--- src/rtl/drawbridge_pkg.sv ---
// Shared types and helpers for the drawbridge controller.
// The DRAWBRIDGE_TIMEOUT_EN macro (see drawbridge_ctrl.sv) adds the motor timeout fault.
package drawbridge_pkg;

    typedef enum logic [2:0] {
        DOWN     = 3'd0,
        WARN     = 3'd1,
        RAISING  = 3'd2,
        UPRIGHT  = 3'd3,
        LOWERING = 3'd4,
        FAULT    = 3'd5
    } state_t;

    // Width needed to count up to the largest of the three timing limits.
    function automatic int timer_width(input int warn_c, input int hold_c, input int motor_c);
        int m;
        m = warn_c;
        if (hold_c > m) m = hold_c;
        if (motor_c > m) m = motor_c;
        return $clog2(m + 1);
    endfunction

endpackage

--- src/rtl/drawbridge_timer.sv ---
// Shared state timer: clearable, loadable, freezable, saturating up-counter
// whose done flag is set once the count has reached the supplied limit.
module drawbridge_timer #(
    parameter int WIDTH = 8
) (
    input  logic             Clock,
    input  logic             Reset,
    input  logic             clear,
    input  logic             load,
    input  logic [WIDTH-1:0] load_value,
    input  logic             freeze,
    input  logic [WIDTH-1:0] limit,
    output logic             done
);

    logic [WIDTH-1:0] count;

    always_ff @(posedge Clock or negedge Reset) begin
        if (!Reset) begin
            count <= '0;
        end else if (clear) begin
            count <= '0;
        end else if (load) begin
            count <= load_value;
        end else if (!freeze && (count != '1)) begin
            count <= count + 1'b1;
        end
    end

    assign done = (count >= limit);

endmodule

--- src/rtl/drawbridge_ctrl.sv ---
// Drawbridge controller: one registered FSM for the raise/hold/lower cycle.
// Define DRAWBRIDGE_TIMEOUT_EN to fault when RAISING/LOWERING runs past MOTOR_TIMEOUT.
module drawbridge_ctrl
    import drawbridge_pkg::*;
#(
    parameter int N_LANES       = 2,
    parameter int WARN_CYCLES   = 16,
    parameter int HOLD_CYCLES   = 64,
    parameter int MOTOR_TIMEOUT = 1024
) (
    input  logic               Clock,
    input  logic               Reset,
    input  logic               BoatReq,
    input  logic               BoatClear,
    input  logic               LimUp,
    input  logic               LimDown,
    input  logic [N_LANES-1:0] Deck,
    input  logic               Obstacle,
    output logic               MT,
    output logic               MDir,
    output logic               AL,
    output logic               TFL,
    output logic               BFL,
    output logic               Fault,
    output logic [2:0]         State
);

    localparam int TW = timer_width(WARN_CYCLES, HOLD_CYCLES, MOTOR_TIMEOUT);
    localparam logic [TW-1:0] LIM_WARN  = TW'(WARN_CYCLES - 1);
    localparam logic [TW-1:0] LIM_HOLD  = TW'(HOLD_CYCLES - 1);
    localparam logic [TW-1:0] LIM_MOTOR = TW'(MOTOR_TIMEOUT - 1);

    state_t          state, next_state;
    logic            timer_clear, timer_freeze, timer_done, timed_out;
    logic [TW-1:0]   timer_limit;
    logic            mt_d, mdir_d, al_d, tfl_d, bfl_d, fault_d;

    drawbridge_timer #(.WIDTH(TW)) u_timer (
        .Clock      (Clock),
        .Reset      (Reset),
        .clear      (timer_clear),
        .load       (1'b0),
        .load_value ('0),
        .freeze     (timer_freeze),
        .limit      (timer_limit),
        .done       (timer_done)
    );

`ifdef DRAWBRIDGE_TIMEOUT_EN
    assign timed_out = timer_done;
`else
    assign timed_out = 1'b0;
`endif

    always_comb begin
        next_state   = state;
        timer_limit  = LIM_MOTOR;
        timer_freeze = 1'b0;

        if (LimUp && LimDown) begin
            next_state = FAULT;
        end else begin
            case (state)
                DOWN: begin
                    if (BoatReq)       next_state = WARN;
                    else if (!LimDown) next_state = LOWERING;
                end
                WARN: begin
                    timer_limit = LIM_WARN;
                    if (Deck == '0 && timer_done && !Obstacle) next_state = RAISING;
                end
                RAISING: begin
                    timer_freeze = Obstacle;
                    if (timed_out)     next_state = FAULT;
                    else if (Obstacle) next_state = RAISING;
                    else if (LimUp)    next_state = UPRIGHT;
                end
                UPRIGHT: begin
                    timer_limit = LIM_HOLD;
                    if (timer_done && BoatClear && !BoatReq) next_state = LOWERING;
                end
                LOWERING: begin
                    timer_freeze = Obstacle;
                    if (timed_out)     next_state = FAULT;
                    else if (Obstacle) next_state = LOWERING;
                    else if (LimDown)  next_state = DOWN;
                end
                FAULT:   next_state = FAULT;
                default: next_state = FAULT;
            endcase
        end

        // Deck traffic restarts the warning, a new boat request restarts the hold.
        timer_clear = (next_state != state)
                    || (state == WARN && Deck != '0)
                    || (state == UPRIGHT && BoatReq);
    end

    // Outputs are decoded from the next state so they register alongside it.
    always_comb begin
        mt_d    = 1'b0;
        mdir_d  = 1'b0;
        al_d    = 1'b0;
        tfl_d   = 1'b0;
        bfl_d   = 1'b0;
        fault_d = 1'b0;
        case (next_state)
            WARN: begin
                al_d  = 1'b1;
                tfl_d = 1'b1;
            end
            RAISING: begin
                mt_d   = !Obstacle;
                mdir_d = 1'b1;
                al_d   = 1'b1;
                tfl_d  = 1'b1;
            end
            UPRIGHT: begin
                tfl_d = 1'b1;
                bfl_d = 1'b1;
            end
            LOWERING: begin
                mt_d  = !Obstacle;
                al_d  = 1'b1;
                tfl_d = 1'b1;
            end
            FAULT: begin
                al_d    = 1'b1;
                tfl_d   = 1'b1;
                fault_d = 1'b1;
            end
            default: ;
        endcase
    end

    always_ff @(posedge Clock or negedge Reset) begin
        if (!Reset) begin
            state <= DOWN;
            MT    <= 1'b0;
            MDir  <= 1'b0;
            AL    <= 1'b0;
            TFL   <= 1'b0;
            BFL   <= 1'b0;
            Fault <= 1'b0;
        end else begin
            state <= next_state;
            MT    <= mt_d;
            MDir  <= mdir_d;
            AL    <= al_d;
            TFL   <= tfl_d;
            BFL   <= bfl_d;
            Fault <= fault_d;
        end
    end

    assign State = state;

endmodule

--- config.mk ---
export PLATFORM = sky130hd
export DESIGN_NAME = drawbridge_ctrl
export DESIGN_NICKNAME = d
export VERILOG_FILES = /design/src/rtl/drawbridge_pkg.sv /design/src/rtl/drawbridge_timer.sv /design/src/rtl/drawbridge_ctrl.sv
export SDC_FILE = /design/constraint.sdc
export NUM_CORES = 1
export LEC_CHECK = 0
export CORE_MARGIN = 2
export CORE_UTILIZATION = 48
export DETAILED_ROUTE_END_ITERATION = 10
export PLACE_DENSITY = 0.74
export SLEW_MARGIN = 20
export SYNTH_ARGS = -nofsm -noshare
export SYNTH_HDL_FRONTEND = slang
export SYNTH_SLANG_ARGS = --single-unit
--- constraint.sdc ---
create_clock -name Clock -period 2.2 [get_ports Clock]
set_input_delay 0.33 -clock Clock [delete_from_list [all_inputs] [get_ports Clock]]
set_output_delay 0.33 -clock Clock [all_outputs]
set_load 0.02 [all_outputs]
==> impl_results.md <==
* # port buffers at 17
* Worst path cell trace: and3b_2 -> ha_4 -> nand3b_1 -> nor2_1 -> nand3_2 -> o31ai_4 -> or4_4 -> nor2_2
* Drt via density at 5.62
* Commonest non-fill, non-tap cell in the layout: buf_4
* Post-synthesis compound-gate area fraction at 0.186
* Final Hold Vio Count at 0
* Via count at 1254
* Clock Tree Root: clkbuf_4
* Max Slew Vio Count at 0
* Fin nets at 205
* Worst Path Max Fanout at 6
* Yosys reg bits at 20
* Fin Clk Skew at 0.00353 ns
* Min Hold Slack at 0.339 ns
* Initial DRC Count at 48
* Delay-heaviest family, CP: simple AND/OR/NAND/NOR gates
* Clock Path Buffers at 2
* CTS buffer count at 3
* Syn Std Cell Area at 1270 um2
* Synth Area in XOR/XNOR at 0.0692
* Final Power at 1.73 mW
* Die Y at 55.4 um
* Synthesized Nets at 147
* Worst-path clk slew at 0.12 ns
* Initial core utilization at 0.507
* Met2 Usage GRT at 0.391
* Die span in x at 55.4 um
* # DRC at 0
* Share of layout cells above drive strength 1 at 0.389
* Reported max-cap violation count at 0
* Post-synth cell types at 47
* Routed Antenna Nets at 0
* Relative max-transition margin at 0.621
* Max Fclk at 0.464 GHz
* P_int at 1.05 mW
* H-tree Lvls at 1
* Adder-cell area share of the yosys netlist at 0.0198
* Critical path arrival at 2.41 ns
* # diodes at 0
* Layout area overhead at 51.1%
* Sink Count at 20
* Core ar. at 2500 um2
* Top cell type's share of synthesized area at 0.395
* Gpl congestion at 0.885
* Sequential share of power at 0.293
* Commonest cells after routing, fill and taps aside: 38 x buf_4, 18 x dfrtp_1, 15 x clkdlybuf4s50_1, 12 x nor2_1, 10 x nor2_2
* Crit Path Category: flop to flop
* EDFF count, synth at 0
* Util after Layout at 0.765
* Fin crit share at 0.979
* Setup WS post-layout at 0.0460 ns
* Die area at 3060 um2
* CP startpoint kind: flop
* WP data required at 2.45 ns
* WL/cell at 16.0 um
* Outcome: completed
* Worst Max-Slew Pin Slew at 0.566 ns
* Clock network power share at 0.178
* P_leak at 0.769 nW
* Pre-antenna DRT Iters at 4
* YS warnings at 0
* Post-place setup slack at -0.361 ns
* # rows at 18
* Dominant synthesized flop cell: dfrtp_1
* GRT overflow at 0
* Worst Path Buf+Inv at 0
* Simple-gate share of the synthesized area at 0.278
* Sw Share at 0.392
* Mean Syn Cell Area at 9.31 um2
* Cells after Synth at 136
* Multiplexer share of the synthesized area at 0.00791
* CP peak stage delay at 0.63 ns
* TritonCTS clock tree: done
* Worst-Skew Late Latency at 0.31 ns
* Critical Path Slowest Stage Cell: or4_4
* Largest cells by area after synthesis: dfrtp_1 40%, nor2_2 4.9%, xnor2_1 4.8%
* Final critical-path required period at 2.15 ns
* Post-synth ARST share at 1.00
* Num ports at 18
* Largest net degree at the start of global routing at 21
* Vias in the first global route at 1192
* Type of the worst min-delay path: input pin to async pin
* Power Dens Cells at 902 nW/um2
* FILL cells at 186
* Power share of the combinational group at 0.529
* First-pass GRT wire length at 5760 um
* Met1 Usage GRT at 0.323
* Global Route Usage Sum at 0.236
* Area leader, netlist: dfrtp_1
* Critical Path End Type: flop
* Post-synthesis sequential area ratio at 0.395
* Detailed Place HPWL at 2460 um
* Initial antenna violation count at 0
* VDD IR max at 0.808 mV
* M3 GR Usage at 0.0281
* Largest family of logic cells by synthesized area: simple AND/OR/NAND/NOR gates
* Gr busiest metal: met2
* CTS Hold Buffers Added at 0
* Switching pwr at 0.677 mW
* # setup viols final at 0
* Routed Wire Length at 3570 um
-- worst reg2reg max path: stages, from the launching register on --
cell	delay, ns
dfrtp_2	0.48
and3b_2	0.25
ha_4	0.27
nand3b_1	0.10
nor2_1	0.06
nand3_2	0.11
o31ai_4	0.08
or4_4	0.63
nor2_2	0.11
-- logic make-up (layout without fill, tap and decap cells) --
| kind of cell | count (synthesis) | after routing |
|---|---|---|
| fa+ha+maj | 2 | 2 |
| xor+xnor | 10 | 10 |
| buf+inv | 9 | 65 |
| flops | 20 | 20 |
| simple gates | 63 | 64 |
| compound gates | 31 | 31 |
| mux | 1 | 1 |
-- registers in the layout, indices dropped and copies added (netlist names) --
| signal | count |
|---|---|
| u_timer.count | 11 |
| State | 3 |
| TFL | 1 |
| AL | 1 |
| MDir | 1 |
| MT | 1 |
| Fault | 1 |
| BFL | 1 |
-- through the flow --
stage	cell area (um2)	TNS (ns)	instances
after CTS	1770	0	214
after detailed placement	1710	-4.80	209
final	1910	0	223
after global routing	1910	-0.0663	223
after floorplan	1320	-0.00607	136
after global placement	1710	-4.20	209
-- power by group through the flow --
stage / clock network [mW] / logic, mW / registers [mW]
floorplan: 0 / 0.507 / 0.539
global placement: 0 / 0.760 / 0.513
detailed placement: 0 / 0.780 / 0.520
CTS: 0.311 / 0.820 / 0.512
global route: 0.322 / 0.991 / 0.512
finish: 0.306 / 0.913 / 0.506
-- layer usage --
| layer | wire, um | share of wire | vias up |
|---|---|---|---|
| li1 | - | - | 612 |
| met1 | 1670 | 0.47 | 625 |
| met2 | 1800 | 0.50 | 15 |
| met3 | 75 | 0.021 | 2 |
| met4 | 29 | 0.0081 | 0 |
| met5 | 0 | 0 | - |
-- layout make-up --
cell class | instances | area (um2) | share of cell area
multi-input combinational | 108 | 840 | 0.439
sequential | 20 | 503 | 0.263
timing repair buffer | 56 | 462 | 0.241
tap | 30 | 37.5 | 0.0196
clock inverter | 1 | 30.0 | 0.0157
clock buffer | 3 | 22.5 | 0.0118
inverter | 5 | 18.8 | 0.00981
-- path summary, 6_finish.rpt --
| check | startpoint | slack [ns] | end | depth (start not counted) |
|---|---|---|---|---|
| setup / recovery | State[0]$_DFF_PN0_ | 0.05 | u_timer.count[0]$_DFFE_PN0P_ | 8 |
| hold / removal | Reset | 0.34 | u_timer.count[7]$_DFFE_PN0P_ | 2 |
| setup reg to reg | State[0]$_DFF_PN0_ | 0.05 | u_timer.count[0]$_DFFE_PN0P_ | 8 |
| hold reg to reg | u_timer.count[3]$_DFFE_PN0P_ | 0.59 | u_timer.count[3]$_DFFE_PN0P_ | 2 |
| max in group asynchronous | Reset | 1.64 | State[0]$_DFF_PN0_ | 2 |
| min in group Clock | u_timer.count[3]$_DFFE_PN0P_ | 0.59 | u_timer.count[3]$_DFFE_PN0P_ | 2 |
-- what timing repair did --
action                     CTS  global route
gates resized for setup      4            14
pin swaps                    1             9
setup endpoints to repair   15            17
hold endpoints to repair     0             0
setup buffers                0             9
gates cloned                 1             0
-- cells in the mapped netlist, types with 2 or more instances --
cell / n
a21o_1: 2
a21oi_1: 3
a31oi_1: 2
and3b_1: 2
buf_4: 2
buf_6: 2
dfrtp_1: 20
ha_1: 2
inv_1: 5
nand2_1: 8
nand3_1: 5
nand3b_1: 2
nand4_1: 3
nor2_1: 14
nor2_2: 10
nor2b_1: 2
nor3_1: 4
nor4_1: 4
o21ai_0: 7
o311ai_1: 2
xnor2_1: 7
xor2_1: 3
No activity file was read; power rests on OpenSTA's default activity.
